$ cat src/rtl/lsu_pkg.sv
// Shared types and default widths for the load/store unit.
// Latency: n/a (declarations only).
// Backpressure: n/a.
package lsu_pkg;

  localparam int unsigned LSU_DATA_WIDTH = 32;
  localparam int unsigned LSU_ADDR_WIDTH = 4;
  localparam int unsigned LSU_LEN_WIDTH  = 2;

  typedef enum logic [2:0] {
    IDLE    = 3'd0,
    WRITE   = 3'd1,
    RD_ADDR = 3'd2,
    RD_DATA = 3'd3,
    RESP    = 3'd4
  } lsu_state_t;

endpackage

$ cat src/rtl/lsu_if.sv
// Request/response handshake bundle between a requester and the load/store unit.
// Latency: n/a (wires only).
// Backpressure: valid/ready on both the request and the response channel.
interface lsu_if
  import lsu_pkg::*;
#(
  parameter int unsigned data_width = LSU_DATA_WIDTH,
  parameter int unsigned addr_width = LSU_ADDR_WIDTH,
  parameter int unsigned len_width  = LSU_LEN_WIDTH
);
  logic                  req_valid;
  logic                  req_ready;
  logic                  req_write;
  logic [addr_width-1:0] req_addr;
  logic [len_width-1:0]  req_len;
  logic [data_width-1:0] req_wdata;
  logic                  rsp_valid;
  logic                  rsp_ready;
  logic [data_width-1:0] rsp_rdata;

  modport master (
    output req_valid, req_write, req_addr, req_len, req_wdata, rsp_ready,
    input  req_ready, rsp_valid, rsp_rdata
  );

  modport slave (
    input  req_valid, req_write, req_addr, req_len, req_wdata, rsp_ready,
    output req_ready, rsp_valid, rsp_rdata
  );
endinterface

$ cat src/rtl/lsu_beat_counter.sv
// Burst address / remaining-beat counter; address wraps modulo the memory size.
// Latency: load and step take effect on the next clock edge.
// Backpressure: none; advances only when the caller pulses step.
module lsu_beat_counter
  import lsu_pkg::*;
#(
  parameter int unsigned addr_width = LSU_ADDR_WIDTH,
  parameter int unsigned len_width  = LSU_LEN_WIDTH
) (
  input  logic                  clk,
  input  logic                  reset,
  input  logic                  load,
  input  logic                  step,
  input  logic [addr_width-1:0] load_addr,
  input  logic [len_width-1:0]  load_len,
  output logic [addr_width-1:0] addr_q,
  output logic                  last
);
  logic [len_width-1:0] beats_q;

  // Latch start address/length on load; on step move to the next word and consume a beat.
  always_ff @(posedge clk) begin
    if (reset) begin
      addr_q  <= '0;
      beats_q <= '0;
    end else if (load) begin
      addr_q  <= load_addr;
      beats_q <= load_len;
    end else if (step) begin
      addr_q  <= addr_q + addr_width'(1);
      beats_q <= beats_q - len_width'(1);
    end
  end

  // The beat being worked on is the final one when no further beats remain.
  always_comb begin
    last = (beats_q == '0);
  end
endmodule

$ cat src/rtl/load_store_unit.sv
// Single-word store / burst load engine in front of a synchronous one-cycle-latency RAM.
// Latency: store writes the cycle after acceptance; each load beat appears 3 cycles after acceptance or the previous beat.
// Backpressure: one request in flight (req_ready only in IDLE); a beat is held stable until rsp_ready.
module load_store_unit
  import lsu_pkg::*;
#(
  parameter int unsigned data_width = LSU_DATA_WIDTH,
  parameter int unsigned addr_width = LSU_ADDR_WIDTH,
  parameter int unsigned len_width  = LSU_LEN_WIDTH
) (
  input  logic                  clk,
  input  logic                  reset,
  lsu_if.slave                  bus,
  output logic [addr_width-1:0] mem_read_address,
  output logic [addr_width-1:0] mem_write_address,
  output logic                  mem_write,
  output logic [data_width-1:0] mem_din,
  input  logic [data_width-1:0] mem_dout
);
  lsu_state_t            state, state_n;
  logic                  wr_q;
  logic [data_width-1:0] wdata_q;
  logic [data_width-1:0] rdata_q;
  logic [addr_width-1:0] addr_q;
  logic                  last;
  logic                  req_fire;
  logic                  beat_fire;

  assign req_fire  = bus.req_valid && bus.req_ready;
  assign beat_fire = bus.rsp_valid && bus.rsp_ready;

  lsu_beat_counter #(
    .addr_width (addr_width),
    .len_width  (len_width)
  ) u_beat_counter (
    .clk       (clk),
    .reset     (reset),
    .load      (req_fire),
    .step      (beat_fire && !last),
    .load_addr (bus.req_addr),
    .load_len  (bus.req_len),
    .addr_q    (addr_q),
    .last      (last)
  );

  // State register.
  always_ff @(posedge clk) begin
    if (reset) state <= IDLE;
    else       state <= state_n;
  end

  // Next-state: store takes one WRITE cycle; each load beat walks RD_ADDR -> RD_DATA -> RESP.
  always_comb begin
    state_n = state;
    unique case (state)
      IDLE:    if (req_fire) state_n = bus.req_write ? WRITE : RD_ADDR;
      WRITE:   state_n = IDLE;
      RD_ADDR: state_n = RD_DATA;
      RD_DATA: state_n = RESP;
      RESP:    if (beat_fire) state_n = last ? IDLE : RD_ADDR;
      default: state_n = IDLE;
    endcase
  end

  // Outputs: handshake flags decoded from state and gated by reset so nothing escapes during it.
  always_comb begin
    bus.req_ready = (state == IDLE) && !reset;
    bus.rsp_valid = (state == RESP) && !reset;
    mem_write     = (state == WRITE) && wr_q && !reset;
  end

  // Request capture on acceptance and RAM read data capture at the end of RD_DATA.
  always_ff @(posedge clk) begin
    if (reset) begin
      wr_q    <= 1'b0;
      wdata_q <= '0;
      rdata_q <= '0;
    end else begin
      if (req_fire) begin
        wr_q    <= bus.req_write;
        wdata_q <= bus.req_wdata;
      end
      if (state == RD_DATA) rdata_q <= mem_dout;
    end
  end

  assign bus.rsp_rdata     = rdata_q;
  assign mem_read_address  = addr_q;
  assign mem_write_address = addr_q;
  assign mem_din           = wdata_q;
endmodule

$ cat src/flat_wrapper.sv
// flat-port wrapper written by rule: the top's interface ports become plain ports
module load_store_unit_flat import lsu_pkg::*;
#(
  parameter int unsigned data_width = LSU_DATA_WIDTH,
  parameter int unsigned addr_width = LSU_ADDR_WIDTH,
  parameter int unsigned len_width  = LSU_LEN_WIDTH
)
  (clk, reset, mem_read_address, mem_write_address, mem_write, mem_din, mem_dout, bus_req_valid, bus_req_write, bus_req_addr, bus_req_len, bus_req_wdata, bus_rsp_ready, bus_req_ready, bus_rsp_valid, bus_rsp_rdata);
  lsu_if #(.data_width(data_width), .addr_width(addr_width), .len_width(len_width)) bus_i ();
  input  logic clk;
  input  logic reset;
  output logic [addr_width-1:0] mem_read_address;
  output logic [addr_width-1:0] mem_write_address;
  output logic mem_write;
  output logic [data_width-1:0] mem_din;
  input  logic [data_width-1:0] mem_dout;
  input wire logic [$bits(bus_i.req_valid)-1:0] bus_req_valid;
  input wire logic [$bits(bus_i.req_write)-1:0] bus_req_write;
  input wire logic [$bits(bus_i.req_addr)-1:0] bus_req_addr;
  input wire logic [$bits(bus_i.req_len)-1:0] bus_req_len;
  input wire logic [$bits(bus_i.req_wdata)-1:0] bus_req_wdata;
  input wire logic [$bits(bus_i.rsp_ready)-1:0] bus_rsp_ready;
  output wire logic [$bits(bus_i.req_ready)-1:0] bus_req_ready;
  output wire logic [$bits(bus_i.rsp_valid)-1:0] bus_rsp_valid;
  output wire logic [$bits(bus_i.rsp_rdata)-1:0] bus_rsp_rdata;
  assign bus_i.req_valid = bus_req_valid;
  assign bus_i.req_write = bus_req_write;
  assign bus_i.req_addr = bus_req_addr;
  assign bus_i.req_len = bus_req_len;
  assign bus_i.req_wdata = bus_req_wdata;
  assign bus_i.rsp_ready = bus_rsp_ready;
  assign bus_req_ready = bus_i.req_ready;
  assign bus_rsp_valid = bus_i.rsp_valid;
  assign bus_rsp_rdata = bus_i.rsp_rdata;
  load_store_unit #(.data_width(data_width), .addr_width(addr_width), .len_width(len_width)) u_core (.clk(clk), .reset(reset), .bus(bus_i), .mem_read_address(mem_read_address), .mem_write_address(mem_write_address), .mem_write(mem_write), .mem_din(mem_din), .mem_dout(mem_dout));
endmodule
$ cat config.mk
export PLATFORM = sky130hd
export DESIGN_NAME = load_store_unit_flat
export DESIGN_NICKNAME = d
export VERILOG_FILES = /design/src/rtl/lsu_pkg.sv /design/src/rtl/lsu_if.sv /design/src/rtl/lsu_beat_counter.sv /design/src/rtl/load_store_unit.sv /design/src/flat_wrapper.sv
export SDC_FILE = /design/constraint.sdc
export NUM_CORES = 1
export LEC_CHECK = 0
export ABC_AREA = 1
export BUFFER_PORTS_ARGS = -buffer_cell sky130_fd_sc_hd__buf_2
export CAP_MARGIN = 25
export CORE_MARGIN = 1
export CORE_UTILIZATION = 48
export DETAILED_ROUTE_END_ITERATION = 6
export GPL_TIMING_DRIVEN = 0
export PLACE_DENSITY = 0.85
export RECOVER_POWER = 50
export SLEW_MARGIN = 20
export SYNTH_ARGS = -nofsm -noshare
export SYNTH_HDL_FRONTEND = slang
export SYNTH_SLANG_ARGS = --single-unit
$ cat constraint.sdc
create_clock -name clk -period 1.8 [get_ports clk]
set_input_delay 0.09 -clock clk [delete_from_list [all_inputs] [get_ports clk]]
set_output_delay 0.09 -clock clk [all_outputs]
set_load 0.1 [all_outputs]
==> qor.yml, run 1 <==
setup_ws_ns: 0.1875
io_pins: 150
max_clock_freq_mhz: 620.1
seqPwrFrac_pct: 38.6
initial_core_util_pct: 50.76
track_usage_pct: 29.46
drt-total-wl_um: 9043
core_area_um2: 5608
power.leakage_nw: 2.241
switching_share_pct: 36.03
finalSetupTns_ns: 0
hold_class: "in -> reg"
postCtsSetupRepairBufs: 0
wire_per_inst_um: 13.72
netlist_instances: 381
slew_headroom_pct: 62.07
grt_pass1_wl_um: 14150
skew_ns: 0.01296
rows: 27
ir_worst_vdd_v: 0.0007535
synthesis.area_um2: 2846
cp_max_fo: 4
fin_crit_ns: 1.613
synthesis.nets: 458
place_congestion: 0.8647
fp.dieH_um: 79.01
syn_area_per_cell_um2: 7.471
yosysUniqueCellTypes: 21
postLayoutCoreUtil_pct: 77.26
synth_seq_cells: 74
area_growth_pct: 52.22
post-route-period-util_pct: 89.58
p_sw_mw: 1.681
path_clk_slew_ns: 0.08
dpl_worst_slack_ns: 0.3972
final_area_um2: 4333
io_buffers: 149
first_pass_iters: 5
start_kind: "flop"
status: "complete, no violations"
reg2reg_depth: 6
avgViaCountPerCell: 5.002
pwr-share-clk_pct: 34.0
cts_buffers: 9
dp_hpwl_um: 5464
drc_errors: 0
cts-root-buf: "clkbuf_8"
fillers: 385
antennaDiodeCount: 0
crit_required_ns: 1.71
ant_nets: 0
critPathKind: "reg -> out"
end_kind: "output pin"
synth_top_cell_area_share_pct: 52.04
yosysSeqAreaShare_pct: 52.04
total_power_mw: 4.667
fin_nets: 659
grt_overflow: 0
die_w_um: 79.01
synth_top_cells_by_area: "dfxtp_1 (52%), nand2_1 (12%), nor2_1 (11%)"
p_int_mw: 2.986
ys_warn_count: 0
grt_setup_unrepaired: "false"
setup_viol: 0
clockBufferDepth: 2
vias: 3296
cts.htree.levels: 3
finalHoldViolations: 0
drive_gt1_share_pct: 31.69
drt_iter0_drc: 139
antenna_found_initial: 0
fp.dieArea_um2: 6242
yosysTopAreaCell: "dfxtp_1"
grt_start_max_net_pins: 14
maxCapViolCount: 0
tightest_slew_ns: 0.5713
slew_viol_final: 0
worstHoldPathCells: 3
p_per_area_nw_per_um2: 1077
dpl-instance-area_um2: 3692
tritoncts: "done"
cts_sinks: 74
clk_latency_ns: 0.34
critical_path_arrival_ns: 1.52
pwr-share-comb_pct: 27.4
grt_pass1_vias: 3206
[power by group through the flow]
| stage | clock, mW | combinational (mW) | sequential (mW) |
|---|---|---|---|
| floorplan | 0 | 0.337 | 2.45 |
| global placement | 0 | 1.19 | 1.82 |
| detailed placement | 0 | 1.20 | 1.83 |
| CTS | 1.61 | 1.27 | 1.79 |
| global route | 1.67 | 1.35 | 1.81 |
| finish | 1.59 | 1.28 | 1.80 |
[synthesized netlist by cell type, drive strengths merged]
| library cell | count |
|---|---|
| nand2 | 94 |
| nor2 | 84 |
| dfxtp | 74 |
| nand3 | 44 |
| o21ai | 37 |
| buf | 19 |
| inv | 14 |
| clkbuf | 7 |
| nand4 | 3 |
| ha | 2 |
| a21oi | 1 |
| nor3 | 1 |
| xor2 | 1 |
[layout by cell type, fill, tap and decap left out]
| cell | instances |
|---|---|
| nand2_1 | 94 |
| buf_2 | 89 |
| nor2_1 | 80 |
| dfxtp_1 | 74 |
| clkbuf_2 | 68 |
| nand3_1 | 43 |
| dlygate4sd3_1 | 41 |
| o21ai_0 | 37 |
| inv_1 | 14 |
| clkbuf_8 | 10 |
| clkbuf_1 | 7 |
| buf_4 | 6 |
| nand4_1 | 3 |
| buf_1 | 3 |
| bufinv_16 | 3 |
| nor2_4 | 2 |
| nor2_2 | 2 |
| ha_1 | 2 |
| nand3_2 | 1 |
| nor3_1 | 1 |
| buf_6 | 1 |
| xor2_1 | 1 |
| a21oi_1 | 1 |
| clkinv_4 | 1 |
| inv_6 | 1 |
| clkinv_2 | 1 |
| clkbuf_4 | 1 |
[state kept, by name, indices dropped and copies added (netlist names)]
register	flops
u_core.wr_q	1
u_core.mem_din	32
u_core.bus.rsp_rdata	32
u_core.state	3
u_core.u_beat_counter.addr_q	4
u_core.u_beat_counter.beats_q	2
[logic make-up after synthesis]
group	share of synthesized area, %
adder cells (fa/ha/maj)	0.8790
AND/OR/NAND/NOR	33.36
XOR/XNOR	0.3077
buffers and inverters	6.725
AO/OA/AOI/OAI	6.681
flip-flops	52.04
[final cells by class]
cell class,instances,area (um^2),share of cell area [%]
timing repair buffer,190,1159,26.74
clock buffer,10,137.6,3.176
tap,72,90.09,2.079
clock inverter,6,112.6,2.599
buffer,26,138.9,3.205
sequential,74,1481,34.19
inverter,14,52.55,1.213
multi-input combinational,267,1161,26.80
[per-stage QoR]
stage / hold slack [ns] / std cells
after global placement: 0.2825 / 602
after floorplan: 0.1591 / 381
final: 0.01242 / 659
after CTS: 0.001115 / 659
after global routing: 0.004478 / 659
after detailed placement: 0.2875 / 602
[worst paths after layout]
check                             endpoint  slack [ns]                from
hold / removal    u_core.bus.rsp_rdata[25]        0.01        mem_dout[25]
setup reg to reg         u_core.mem_din[6]        0.27     u_core.state[2]
setup / recovery             bus_rsp_valid        0.19     u_core.state[0]
hold reg to reg         u_core.mem_din[31]        0.47  u_core.mem_din[31]
[worst max-delay path, cell delays in order, from the launching register on]
cell,delay [ns]
dfxtp_1,0.36
nor2_1,0.23
nand2_1,0.14
nor2_4,0.12
clkbuf_4,0.33
[metal layers]
| metal | vias to the layer above | global-route usage, % | wire length (um) |
|---|---|---|---|
| met2 | 156 | 52.93 | 4625 |
| met3 | 26 | 9.885 | 678 |
| met5 | - | 0 | 0 |
| li1 | 1611 | - | - |
| met4 | 0 | 15.64 | 263 |
| met1 | 1503 | 29.93 | 3475 |
[repair_timing]
action / 4_1_cts / 5_1_grt
hold buffers: 41 / 0
resized for setup: 0 / 1
endpoints found under the setup margin: 0 / 1
hold endpoints to repair: 41 / 0
No activity file was read; power rests on OpenSTA's default activity.
==> inputs of run 2 (changes only) <==
- MAX_ROUTING_LAYER: unset -> met4
- PLACE_DENSITY: 0.85 -> 0.92
==> qor.yml, run 2 (synthesis gave the netlist of run 1 again) <==
grt_use_met1_pct: 34.06  # was 29.93%
cp_max_fo: 4  # unchanged
drive_gt1_share_pct: 31.85  # was 31.69%
slew_viol_final: 0  # unchanged
place_congestion: 0.8128  # was 0.8647
fp.dieH_um: 79.01  # unchanged
final_cells: 656  # was 659
numPlacedInstances: 602  # unchanged
path_clk_slew_ns: 0.09  # was 0.08 ns
final_common_cell: "nand2_1"  # unchanged
postLayoutCoreUtil_pct: 76.71  # was 77.26%
track_usage_pct: 31.77  # was 29.46%
holdCritStartpoint: "mem_dout[27]"  # was mem_dout[25]
cts_buffers: 9  # unchanged
wire_per_inst_um: 14.56  # was 13.72 um
slowest_stage: "buf_2"  # was dfxtp_1
cts.htree.levels: 3  # unchanged
finalSetupTns_ns: 0  # unchanged
seqPwrFrac_pct: 38.5  # was 38.6%
timing.rr.start: "u_core.state[2]"  # unchanged
grt_setup_unrepaired: "false"  # unchanged
reg2reg_depth: 6  # unchanged
holdPathEnd: "u_core.bus.rsp_rdata[27]"  # was u_core.bus.rsp_rdata[25]
skew_ns: 0.01125  # was 0.01296 ns
dp_hpwl_um: 5554  # was 5464 um
drt-total-wl_um: 9549  # was 9043 um
setup_viol: 0  # unchanged
clockBufferDepth: 2  # unchanged
pwr-share-clk_pct: 34.0  # about the same
finalHoldViolations: 0  # unchanged
final_area_um2: 4302  # was 4333 um^2
fin_nets: 656  # was 659
use_met2_pct: 56.55  # was 52.93%
hold_class: "in -> reg"  # unchanged
io_pins: 150  # unchanged
initial_core_util_pct: 50.76  # unchanged
cts_sinks: 74  # unchanged
slew_headroom_pct: 62.00  # was 62.07%
critPathBufInv: 1  # unchanged
tightest_slew_ns: 0.5725  # was 0.5713 ns
area_growth_pct: 51.12  # was 52.22%
pwr-share-comb_pct: 27.5  # was 27.4%
cts-root-buf: "clkbuf_8"  # unchanged
drc_errors: 0  # unchanged
cp_cell_sequence: "nor2_1, nand2_1, nor2_4, buf_2"  # was nor2_1, nand2_1, nor2_4, clkbuf_4
first_pass_iters: 5  # unchanged
fin_crit_ns: 1.697  # was 1.613 ns
core_area_um2: 5608  # unchanged
io_buffers: 149  # unchanged
rows: 27  # unchanged
p_int_mw: 2.978  # was 2.986 mW
max_clock_freq_mhz: 589.2  # was 620.1 MHz
postCtsSetupRepairBufs: 0  # unchanged
ir_worst_vdd_v: 0.0008391  # was 0.0007535 V
end_kind: "output pin"  # unchanged
post-route-period-util_pct: 94.29  # was 89.58%
maxCapViolCount: 0  # unchanged
critPathKind: "reg -> out"  # unchanged
crit_family: "simple AND/OR/NAND/NOR gates"  # unchanged
clk_latency_ns: 0.34  # about the same
grt_overflow: 0  # unchanged
dpl-instance-area_um2: 3692  # unchanged
grt.met3_usage_pct: 6.782  # was 9.885%
grt_pass1_wl_um: 14810  # was 14150 um
die_w_um: 79.01  # unchanged
grt_start_max_net_pins: 14  # unchanged
start_kind: "flop"  # unchanged
vias: 3316  # was 3296
fp.dieArea_um2: 6242  # unchanged
r2r-end: "u_core.mem_din[12]"  # was u_core.mem_din[6]
crit_required_ns: 1.71  # about the same
tritoncts: "done"  # unchanged
p_sw_mw: 1.701  # was 1.681 mW
busiest_layer: "met2"  # unchanged
status: "complete, no violations"  # unchanged
worstHoldPathCells: 3  # unchanged
max_stage_delay_ns: 0.43  # was 0.36 ns
r2r_slack_ns: 0.21  # was 0.27 ns
layout_common_cells: "nand2_1 (94), buf_2 (91), nor2_1 (80)"  # was nand2_1 (94), buf_2 (89), nor2_1 (80)
avgViaCountPerCell: 5.055  # was 5.002
switching_share_pct: 36.35  # was 36.03%
p_per_area_nw_per_um2: 1088  # was 1077 nW/um^2
antennaDiodeCount: 0  # unchanged
critical_path_arrival_ns: 1.61  # was 1.52 ns
grt_pass1_vias: 3186  # was 3206
power.leakage_nw: 2.221  # was 2.241 nW
ant_nets: 0  # unchanged
antenna_found_initial: 0  # unchanged
drt_iter0_drc: 163  # was 139
## run 2: changes by cell type in the layout (fill, tap and decap cells not counted), sizes merged
cell         previous run  this run
dlygate4sd3            41        38
buf                    99       101
clkbuf                 86        84
clkinvlp                0         2
clkinv                  2         1
inv                    15        14
## run 2: stage by stage
stage | hold WS, ns | power [mW] | setup slack [ns]
after CTS | 0.0009947 | 4.656 | 0.09289
final | 0.01311 | 4.679 | 0.1028
after global routing | 0.01655 | 4.821 | 0.01788
after detailed placement | 0.2867 | 3.028 | 0.4361
after global placement | 0.2830 | 3.006 | 0.4822
after floorplan | 0.1591 | 2.785 | 0.05133
## run 2: worst max-delay path by stage
stage	cells past startpoint	slack, ns	to	from
2_1_floorplan	6	0.05	u_core.u_beat_counter.addr_q[2]	u_core.u_beat_counter.addr_q[1]
3_5_place_dp	8	0.44	u_core.u_beat_counter.beats_q[1]	u_core.state[2]
3_3_place_gp	5	0.48	u_core.bus.rsp_rdata[13]	u_core.state[2]
5_1_grt	4	0.02	bus_rsp_valid	u_core.state[0]
6_report	4	0.10	bus_rsp_valid	u_core.state[0]
4_1_cts	4	0.09	bus_rsp_valid	u_core.state[0]
## run 2: power by group through the flow
stage	Clock [mW]	Sequential (mW)	Combinational, mW
after floorplan	0	2.45	0.337
after global placement	0	1.82	1.18
after detailed placement	0	1.83	1.20
after CTS	1.60	1.79	1.27
after global routing	1.67	1.81	1.34
final	1.59	1.80	1.29
## run 2: timing repair
action,CTS,global route
resized for setup,0,0
endpoints found under the setup margin,0,0
hold buffers,38,0
endpoints found under the hold margin,38,0
## run 2: cell type report
cell class	count	area, um^2
inverter	14	52.55
multi-input combinational	267	1161
timing repair buffer	187	1126
sequential	74	1481
clock inverter	6	113.9
clock buffer	10	137.6
tap	72	90.09
fill	367	1306
buffer	26	138.9
## run 2: metal layers
layer  wire length (um)  up-vias
met5                  0        -
met4                208        0
met3                783       20
met2               4715      180
met1               3842     1514
li1                   -     1602
## run 2: worst min-delay path, delay by kind of cell
kind | cells | cell delay, ns
AND/OR/NAND/NOR | 1 | 0.08
AO/OA/AOI/OAI | 1 | 0.07
buffers and inverters | 1 | 0.07
